===== config.mk =====
export PLATFORM = sky130hd
export DESIGN_NAME = mem_wait_ctl
export DESIGN_NICKNAME = d
export VERILOG_FILES = /design/src/rtl/mips_mem_pkg.sv /design/src/rtl/memctl_watchdog.sv /design/src/rtl/mem_wait_ctl.sv
export SDC_FILE = /design/constraint.sdc
export NUM_CORES = 1
export LEC_CHECK = 0
export BUFFER_PORTS_ARGS = -buffer_cell sky130_fd_sc_hd__buf_4
export CAP_MARGIN = 25
export CORE_MARGIN = 3
export CORE_UTILIZATION = 30
export DETAILED_ROUTE_END_ITERATION = 10
export PLACE_DENSITY_LB_ADDON = 0.3
export SETUP_SLACK_MARGIN = 0.05
export SLEW_MARGIN = 20
export SYNTH_ARGS = -nofsm -noshare
export SYNTH_HDL_FRONTEND = slang
export SYNTH_SLANG_ARGS = --single-unit

===== constraint.sdc =====
create_clock -name clk -period 1.45 [get_ports clk]
set_input_delay 0.29 -clock clk [delete_from_list [all_inputs] [get_ports clk]]
set_output_delay 0.29 -clock clk [all_outputs]
set_load 0.02 [all_outputs]

===== src/rtl/mips_mem_pkg.sv =====
// Shared types and constants for the MIPS memory wait-state controller.
package mips_mem_pkg;

  localparam int MEMCTL_AW      = 32;
  localparam int MEMCTL_DW      = 32;
  localparam int MEMCTL_TIMEOUT = 255;

  // Returned on a read that the watchdog aborts.
  localparam logic [31:0] MEMCTL_ABORT_DATA = 32'hDEAD_BEEF;

  typedef enum logic [1:0] {
    IDLE = 2'b00,
    BUSY = 2'b01,
    DONE = 2'b10
  } memctl_state_t;

endpackage


===== src/rtl/memctl_watchdog.sv =====
// BUSY-cycle counter for mem_wait_ctl; flags the cycle in which the access has
// been outstanding for TIMEOUT cycles.
module memctl_watchdog
  import mips_mem_pkg::*;
#(
  parameter int TIMEOUT = MEMCTL_TIMEOUT
) (
  input  logic clk,
  input  logic reset,
  input  logic start,
  input  logic active,
  output logic expired
);

  localparam int CW = ($clog2(TIMEOUT + 1) > 8) ? $clog2(TIMEOUT + 1) : 8;

  logic [CW-1:0] count_reg;

  // count_reg holds the number of BUSY cycles already completed.
  always_ff @(posedge clk or negedge reset) begin
    if (!reset) begin
      count_reg <= '0;
    end else if (start) begin
      count_reg <= '0;
    end else if (active) begin
      count_reg <= count_reg + CW'(1);
    end
  end

  assign expired = active && (count_reg == CW'(TIMEOUT - 1));

endmodule


===== src/rtl/mem_wait_ctl.sv =====
// Memory wait-state controller: turns single-cycle read/write intents into a held
// req/ack transaction and stalls the controller. Optional watchdog: MEMCTL_TIMEOUT_EN.
module mem_wait_ctl
  import mips_mem_pkg::*;
#(
  parameter int AW      = MEMCTL_AW,
  parameter int DW      = MEMCTL_DW,
  parameter int TIMEOUT = MEMCTL_TIMEOUT
) (
  input  logic          clk,
  input  logic          reset,
  input  logic [AW-1:0] adr,
  input  logic [DW-1:0] writedata,
  input  logic          memread,
  input  logic          memwrite,
  output logic          stall,
  output logic [DW-1:0] readdata,
  output logic          mem_req,
  output logic          mem_we,
  output logic [AW-1:0] mem_adr,
  output logic [DW-1:0] mem_wdata,
  input  logic          mem_ack,
  input  logic [DW-1:0] mem_rdata,
  output logic [1:0]    mstate,
  output logic          err
);

  memctl_state_t state_reg, state_next;
  logic          mem_req_reg, mem_req_next;
  logic          mem_we_reg, mem_we_next;
  logic [AW-1:0] mem_adr_reg, mem_adr_next;
  logic [DW-1:0] mem_wdata_reg, mem_wdata_next;
  logic [DW-1:0] readdata_reg, readdata_next;
  logic          err_reg, err_next;
  logic          intent;
  logic          expired;

  assign intent = memread | memwrite;

`ifdef MEMCTL_TIMEOUT_EN
  logic wd_start;
  logic wd_active;

  assign wd_start  = (state_reg == IDLE) && intent;
  assign wd_active = (state_reg == BUSY);

  memctl_watchdog #(
    .TIMEOUT(TIMEOUT)
  ) u_watchdog (
    .clk    (clk),
    .reset  (reset),
    .start  (wd_start),
    .active (wd_active),
    .expired(expired)
  );
`else
  logic unused_timeout;

  assign expired        = 1'b0;
  assign unused_timeout = (TIMEOUT == 0);
`endif

  always_ff @(posedge clk or negedge reset) begin
    if (!reset) begin
      state_reg     <= IDLE;
      mem_req_reg   <= 1'b0;
      mem_we_reg    <= 1'b0;
      mem_adr_reg   <= '0;
      mem_wdata_reg <= '0;
      readdata_reg  <= '0;
      err_reg       <= 1'b0;
    end else begin
      state_reg     <= state_next;
      mem_req_reg   <= mem_req_next;
      mem_we_reg    <= mem_we_next;
      mem_adr_reg   <= mem_adr_next;
      mem_wdata_reg <= mem_wdata_next;
      readdata_reg  <= readdata_next;
      err_reg       <= err_next;
    end
  end

  always_comb begin
    state_next     = state_reg;
    mem_req_next   = mem_req_reg;
    mem_we_next    = mem_we_reg;
    mem_adr_next   = mem_adr_reg;
    mem_wdata_next = mem_wdata_reg;
    readdata_next  = readdata_reg;
    err_next       = err_reg;
    stall          = 1'b0;

    case (state_reg)
      IDLE: begin
        stall = intent;
        // A write wins when both intents are raised together.
        if (intent) begin
          state_next     = BUSY;
          mem_req_next   = 1'b1;
          mem_we_next    = memwrite;
          mem_adr_next   = adr;
          mem_wdata_next = writedata;
        end
      end
      BUSY: begin
        stall = 1'b1;
        if (mem_ack) begin
          state_next   = DONE;
          mem_req_next = 1'b0;
          if (!mem_we_reg) readdata_next = mem_rdata;
        end else if (expired) begin
          state_next   = DONE;
          mem_req_next = 1'b0;
          err_next     = 1'b1;
          if (!mem_we_reg) readdata_next = DW'(MEMCTL_ABORT_DATA);
        end
      end
      // The intent still visible in DONE has been served; never re-issue it.
      DONE: state_next = IDLE;
      default: begin
        state_next   = IDLE;
        mem_req_next = 1'b0;
      end
    endcase
  end

  assign mem_req   = mem_req_reg;
  assign mem_we    = mem_we_reg;
  assign mem_adr   = mem_adr_reg;
  assign mem_wdata = mem_wdata_reg;
  assign readdata  = readdata_reg;
  assign err       = err_reg;
  assign mstate    = state_reg;

endmodule


==> results of run 1 <==
Yosys cell counts (2+ instances only):
master,number
buf_4,4
buf_6,6
dfrtp_1,100
mux2_1,2
mux2_2,45
mux2_4,49
nand2_1,2
nor2_1,4
what timing repair did:
| item | 4_1_cts | 5_1_grt |
|---|---|---|
| cloned | 5 | 5 |
| setup buffers | 13 | 4 |
| resized for setup | 21 | 49 |
| pin swaps | 3 | 1 |
| setup endpoints to repair | 53 | 99 |
final timing paths:
path | from | end | slack [ns] | depth (start not counted)
setup / recovery | mstate[0]$_DFFE_PN0P_ | mem_adr[28]$_DFFE_PN0P_ | -0.12 | 7
hold / removal | reset | readdata[15]$_DFFE_PN0P_ | -0.002 | 2
setup reg to reg | mstate[0]$_DFFE_PN0P_ | mem_adr[28]$_DFFE_PN0P_ | -0.12 | 7
hold reg to reg | mem_adr[3]$_DFFE_PN0P_ | mem_adr[3]$_DFFE_PN0P_ | 0.51 | 1
max in group asynchronous | reset | mem_wdata[20]$_DFFE_PN0P_ | 1.01 | 2
min in group clk | writedata[7] | mem_wdata[7]$_DFFE_PN0P_ | 0.18 | 2
power breakdown:
group          leakage (nW)  switching [mW]  internal (mW)
Sequential             1.17           0.841           4.19
Clock                 0.145           0.967           1.41
Combinational          2.00            3.49           4.62
area by class of cell:
class / instances / area, um^2 / share of cell area [%]
multi-input combinational: 110 / 1560 / 23.4
clock inverter: 2 / 35.0 / 0.526
clock buffer: 12 / 256 / 3.85
timing repair buffer: 236 / 2090 / 31.4
tap: 172 / 215 / 3.23
sequential: 100 / 2500 / 37.6
routing by layer:
metal	track usage [%]	part of all wire, %
met5	0	0
met3	3.88	7.3
met4	6.16	2.0
met1	16.1	40
met2	21.2	51
cells by family (layout without fill, tap and decap cells):
logic type / count (synthesis) / count (layout)
flip-flops: 100 / 100
multiplexers: 96 / 96
buffers and inverters: 11 / 250
AND/OR/NAND/NOR: 10 / 10
AO/OA/AOI/OAI: 3 / 3
other: 1 / 1
critical path, delay by kind of cell (launching register included):
kind | cells | cell delay, ns
buffers and inverters | 4 | 0.50
multiplexers | 1 | 0.30
AND/OR/NAND/NOR | 1 | 0.11
AO/OA/AOI/OAI | 1 | 0.15
flip-flops | 1 | 0.40
cell usage in the layout (no fill, tap or decap):
master / synthesis / final
buf_12: 0 / 11
bufinv_16: 0 / 1
buf_8: 0 / 2
nor2b_1: 1 / 1
conb_1: 1 / 1
nor3_4: 0 / 2
clkinv_2: 0 / 1
buf_16: 0 / 4
buf_6: 6 / 4
dfrtp_2: 0 / 2
clkbuf_8: 0 / 2
buf_4: 4 / 211
clkbuf_1: 0 / 1
nand2_1: 2 / 1
o21a_4: 0 / 1
a22o_1: 1 / 1
nor3b_1: 1 / 1
dfrtp_1: 100 / 98
nor2_1: 4 / 3
nand2_4: 0 / 1
mux2_4: 49 / 96
a211o_1: 1 / 1
clkbuf_16: 0 / 13
nor2_4: 0 / 1
through the flow:
stage / hold slack, ns / cells / total power [mW] / area, um^2 / setup TNS [ns]
after global placement: 0.398 / 592 / 11.8 / 5720 / 0
final: -0.00181 / 632 / 15.5 / 6660 / -7.44
after CTS: 0.0282 / 624 / 15.0 / 6350 / -5.10
after detailed placement: 0.402 / 592 / 11.9 / 5720 / -0.00715
after floorplan: -0.00559 / 221 / 8.90 / 3970 / -2.38
after global routing: 0.0501 / 632 / 16.3 / 6660 / -11.35
==> impl_results.md, run 1 <==
* Status: finished, violations left
* Violated checks: negative hold slack, negative setup slack
* Synth Area in Adders at 0%
* Reg clk slew, reported paths at about 0.060 ns
* RSZ-0062 raised after global routing: yes
* WP data arrival at 1.80 ns
* Net Count, Synth at roughly 320
* Largest family of logic cells by synthesized area: multiplexers
* Root Buffer: clkbuf_16
* Post-Synth XOR/XNOR Area at 0%
* Drt first pass iters at 2
* Period utilization at 109%
* Yosys cell types at 17
* DR vias at approximately 2,700
* Port bufs at 201
* Register area share after synthesis at between 60% and 70%
* Largest net degree at the start of global routing at approximately 100
* Slew margin rel. at a little under two thirds
* H-tree depth at 3
* Total Wirelength at about 11,000 um
* Total die area at approximately 0.015 mm^2
* Worst-Skew Late Latency at between 0.3 and 0.4 ns
* Deepest clock path buffer count at 2
* CTS tree: built
* N_diodes at 0
* Die Ht at 121 um
* Simple-Gate Fraction of Synth Area at between 1 and 1.5%
* Die width at around 120 um
* Post-synthesis register bit count at 100
* Place WS at -0.00715 ns
* Post-synth top area share at between 60% and 70%
* Leakage at 3.32 nW
* Synth area leaders: dfrtp_1, mux2_4, mux2_2, buf_6, buf_4
* Worst-path fanout max at 5
* Post-synth EDFFs at 0
* Fillers at between 1,000 and 1,500
* Worst path slowest cell: dfrtp_2
* Hold WC Path Type: in2async
* Post-synthesis cell count at approximately 220
* CP dominant cell by count: buf_6
* Synthesized area per cell at roughly 18 um^2
* Core Util, Final at ~52%
* Core Rows at 41
* WS Path Type: reg2reg
* Post-synthesis compound-gate area fraction at 0.634%
* Critical Path RT at around 1.7 ns
* Initial Util at 31.0%
* Maximum Capacitance Violations at 0
* Hpwl dp at between 6000 and 7000 um
* Initial antenna violation count at 0
* Remaining DRCs at 0
* CP endpoint kind: flip-flop
* Hold Worst Slack at -0.00181 ns
* Post-Syn Area at just under 0.004 mm^2
* I/O pins at 203
* Core Region at 0.0127 mm^2
* Avg WL per Cell at approximately 17 um
* CTS Sinks at 100
* GRT overflow at 0
* Ys async rst share at 100%
* Final setup vio count at about 100
* CP Launch Type: flip-flop
* Worst-margin pin slew at 0.544 ns
* Clock Skews at roughly 0.0049 ns
* Top FF cell, synth: dfrtp_1
* Worst path cell trace: buf_6 -> nor2_4 -> o21a_4 -> buf_6 -> buf_12 -> clkbuf_16 -> mux2_4
* Worst vdd ir at 992 uV
* Pins Over Slew Limit at 0
* Share of layout cells above drive strength 1 at 76.5%
* Nets at 558
* GRT Resource Usage Total at about an eighth
* Yosys warnings at 0
* Cell taking the most area after synthesis: dfrtp_1
* CTS Hold Buffers Added at 0
* Final Hold Vio Count at 1
* Final worst-path setup slack at -0.123 ns
* First-pass GRT wire length at between 10,000 and 15,000 um
* Pwr/cell area at roughly 2300 mW/mm^2
* Slowest stage delay, CP at 0.40 ns
* Vias per std cell at around 4.3
* Drt initial violations at 143
* F_max at ~640 MHz
* Final ANT Viol Nets at 0
* Period minus WS final at 1.57 ns
* Vias in the first global route at approximately 2,800
* Post-synthesis mux area share at 32.0%
* Placer congestion estimate at about 0.72
* TritonCTS Buffers at 9
* Area grow syn2layout at 68.7%
Power figures use the tool's default switching activity.
==> run 2, diff against run 1 <==
--- a/config.mk
+++ b/config.mk
@@ -12,6 +12,7 @@
 export DETAILED_ROUTE_END_ITERATION = 10
 export PLACE_DENSITY_LB_ADDON = 0.3
 export SETUP_SLACK_MARGIN = 0.05
+export SKIP_LAST_GASP = 1
 export SLEW_MARGIN = 20
 export SYNTH_ARGS = -nofsm -noshare
 export SYNTH_HDL_FRONTEND = slang
==> impl_results.md, run 2 (synthesis results as in run 1) <==
* Status: finished, violations left
* Violated checks: negative setup slack
* Total Wirelength at 10,500 um (about the same)
* Leakage at 3.31 nW (-0.18%)
* CTS Sinks at 100 (unchanged)
* Pins Over Slew Limit at 0 (unchanged)
* Initial antenna violation count at 0 (unchanged)
* CP Launch Type: flip-flop
* Vias in the first global route at 2,777 (+0.036%)
* Routing usage on met2 at 21.2% (unchanged)
* Final worst-path setup slack at -0.120 ns (+0.00336 ns)
* First-pass GRT wire length at 14,900 um (+0.19%)
* Initial Util at 31.0% (unchanged)
* Port bufs at 201 (unchanged)
* Hpwl dp at 6620 um (unchanged)
* GR peak layer: met2
* Total die area at 0.0146 mm^2 (unchanged)
* Period utilization at 108% (-0.23 points)
* TritonCTS Buffers at 9 (unchanged)
* Met1 usage at 16.2% (+0.060 points)
* Worst vdd ir at 1040 uV (+4.4%)
* R2R depth at 7 (unchanged)
* Remaining DRCs at 0 (unchanged)
* Final setup vio count at 98 (unchanged)
* Die Ht at 121 um (unchanged)
* GRT overflow at 0 (unchanged)
* RSZ-0062 raised after global routing: yes
* CP endpoint kind: flip-flop
* Drt initial violations at 135 (-5.6%)
* Maximum Capacitance Violations at 0 (unchanged)
* Place WS at -0.00715 ns (unchanged)
* Worst-Skew Late Latency at 0.33 ns (about the same)
* Commonest non-fill, non-tap cell in the layout: buf_4
* Total power at 15.5 mW (-0.16%)
* WS Path Type: reg2reg
* Pwr/cell area at 2330 mW/mm^2 (about the same)
* Fin area at 0.00666 mm^2 (-0.11%)
* Largest net degree at the start of global routing at 101 (unchanged)
* Period minus WS final at 1.57 ns (-0.00336 ns)
* CTS tree: built
* WP data arrival at 1.80 ns (about the same)
* Worst-path fanout max at 5 (unchanged)
* Worst-margin pin slew at 0.557 ns (+0.0135 ns)
* Final Hold Vio Count at 0 (-1)
* Critical Path RT at 1.68 ns (about the same)
* Drt first pass iters at 4 (+2)
* F_max at 637 MHz (+0.21%)
* Slew margin rel. at 62.8% (-0.90 points)
* Area grow syn2layout at 68.5%
* Dpl cell area at 0.00572 mm^2 (unchanged)
* Root Buffer: clkbuf_16
* I/O pins at 203 (unchanged)
* GRT Resource Usage Total at 13.2% (+0.020 points)
* N_diodes at 0 (unchanged)
* DR vias at 2,714 (-0.29%)
* Hold WC Path Type: in2async
* Share of layout cells above drive strength 1 at 76.3% (-0.22 points)
* Vias per std cell at 4.29 (-0.29%)
* Layout Cells excl Fill at 632 (unchanged)
* Core Rows at 41 (unchanged)
* CTS Hold Buffers Added at 0 (unchanged)
* Placer congestion estimate at 0.720 (unchanged)
* Met3 Use GR at 3.88% (unchanged)
* Nets at 558 (unchanged)
* Die width at 121 um (unchanged)
* Core Region at 0.0127 mm^2 (unchanged)
* Reg clk slew, reported paths at 0.07 ns (about the same)
* Placed cell count at 592 (unchanged)
* Deepest clock path buffer count at 2 (unchanged)
* Final ANT Viol Nets at 0 (unchanged)
* Clock Skews at 0.00499 ns (+0.0000494 ns)
* Avg WL per Cell at 16.6 um (about the same)
* H-tree depth at 3 (unchanged)
* Most frequent cells in the layout: buf_4, dfrtp_1, mux2_4
[run 2: per-stage QoR]
stage	utilization (%)	hold WS, ns	setup TNS [ns]
finish	52.3	0.00544	-7.46
floorplan	-	-0.00559	-2.38
detailed placement	45.0	0.402	-0.00715
CTS	49.9	0.0282	-5.13
global placement	45.0	0.398	0
global route	52.3	0.0503	-11.38
[run 2: layout make-up]
cell class | instances | area [um^2]
fillers | 1113 | 6070
flip-flops and latches | 100 | 2500
repair buffers | 236 | 2090
multi-input cells | 110 | 1550
clock buffers | 12 | 256
well taps | 172 | 215
clock inverters | 2 | 35.0
[run 2: final timing paths]
| check | start | slack, ns | to |
|---|---|---|---|
| setup reg to reg | mstate[0]$_DFFE_PN0P_ | -0.12 | mem_wdata[25]$_DFFE_PN0P_ |
| min in group clk | writedata[7] | 0.18 | mem_wdata[7]$_DFFE_PN0P_ |
| setup / recovery | mstate[0]$_DFFE_PN0P_ | -0.12 | mem_wdata[25]$_DFFE_PN0P_ |
| hold reg to reg | mem_adr[3]$_DFFE_PN0P_ | 0.51 | mem_adr[3]$_DFFE_PN0P_ |
| max in group asynchronous | reset | 1.00 | mem_wdata[20]$_DFFE_PN0P_ |
| hold / removal | reset | 0.005 | readdata[15]$_DFFE_PN0P_ |
[run 2: critical path, cell delays in order (launching register included)]
cell and delay, ns:
dfrtp_2 0.41, buf_6 0.12, nor2_4 0.11, o21a_4 0.15, buf_6 0.11, buf_12 0.12, clkbuf_16 0.15, mux2_4 0.29
[run 2: routing by layer]
metal	vias up	wire, um
met1	1346	4260
met5	-	0
li1	1241	-
met3	14	761
met4	0	214
met2	113	5280
[run 2: repair_timing]
action | CTS | global route
setup endpoints to repair | 53 | 99
setup buffers | 13 | 4
cloned | 5 | 5
resized for setup | 19 | 49
pin swaps | 2 | 2
endpoints found under the hold margin | 0 | 0
[run 2: where the power goes]
part           switching [mW]  internal [mW]  total (mW)
sequential              0.837           4.19        5.02
clock                   0.974           1.41        2.38
combinational            3.49           4.60        8.08
total                    5.30           10.2        15.5
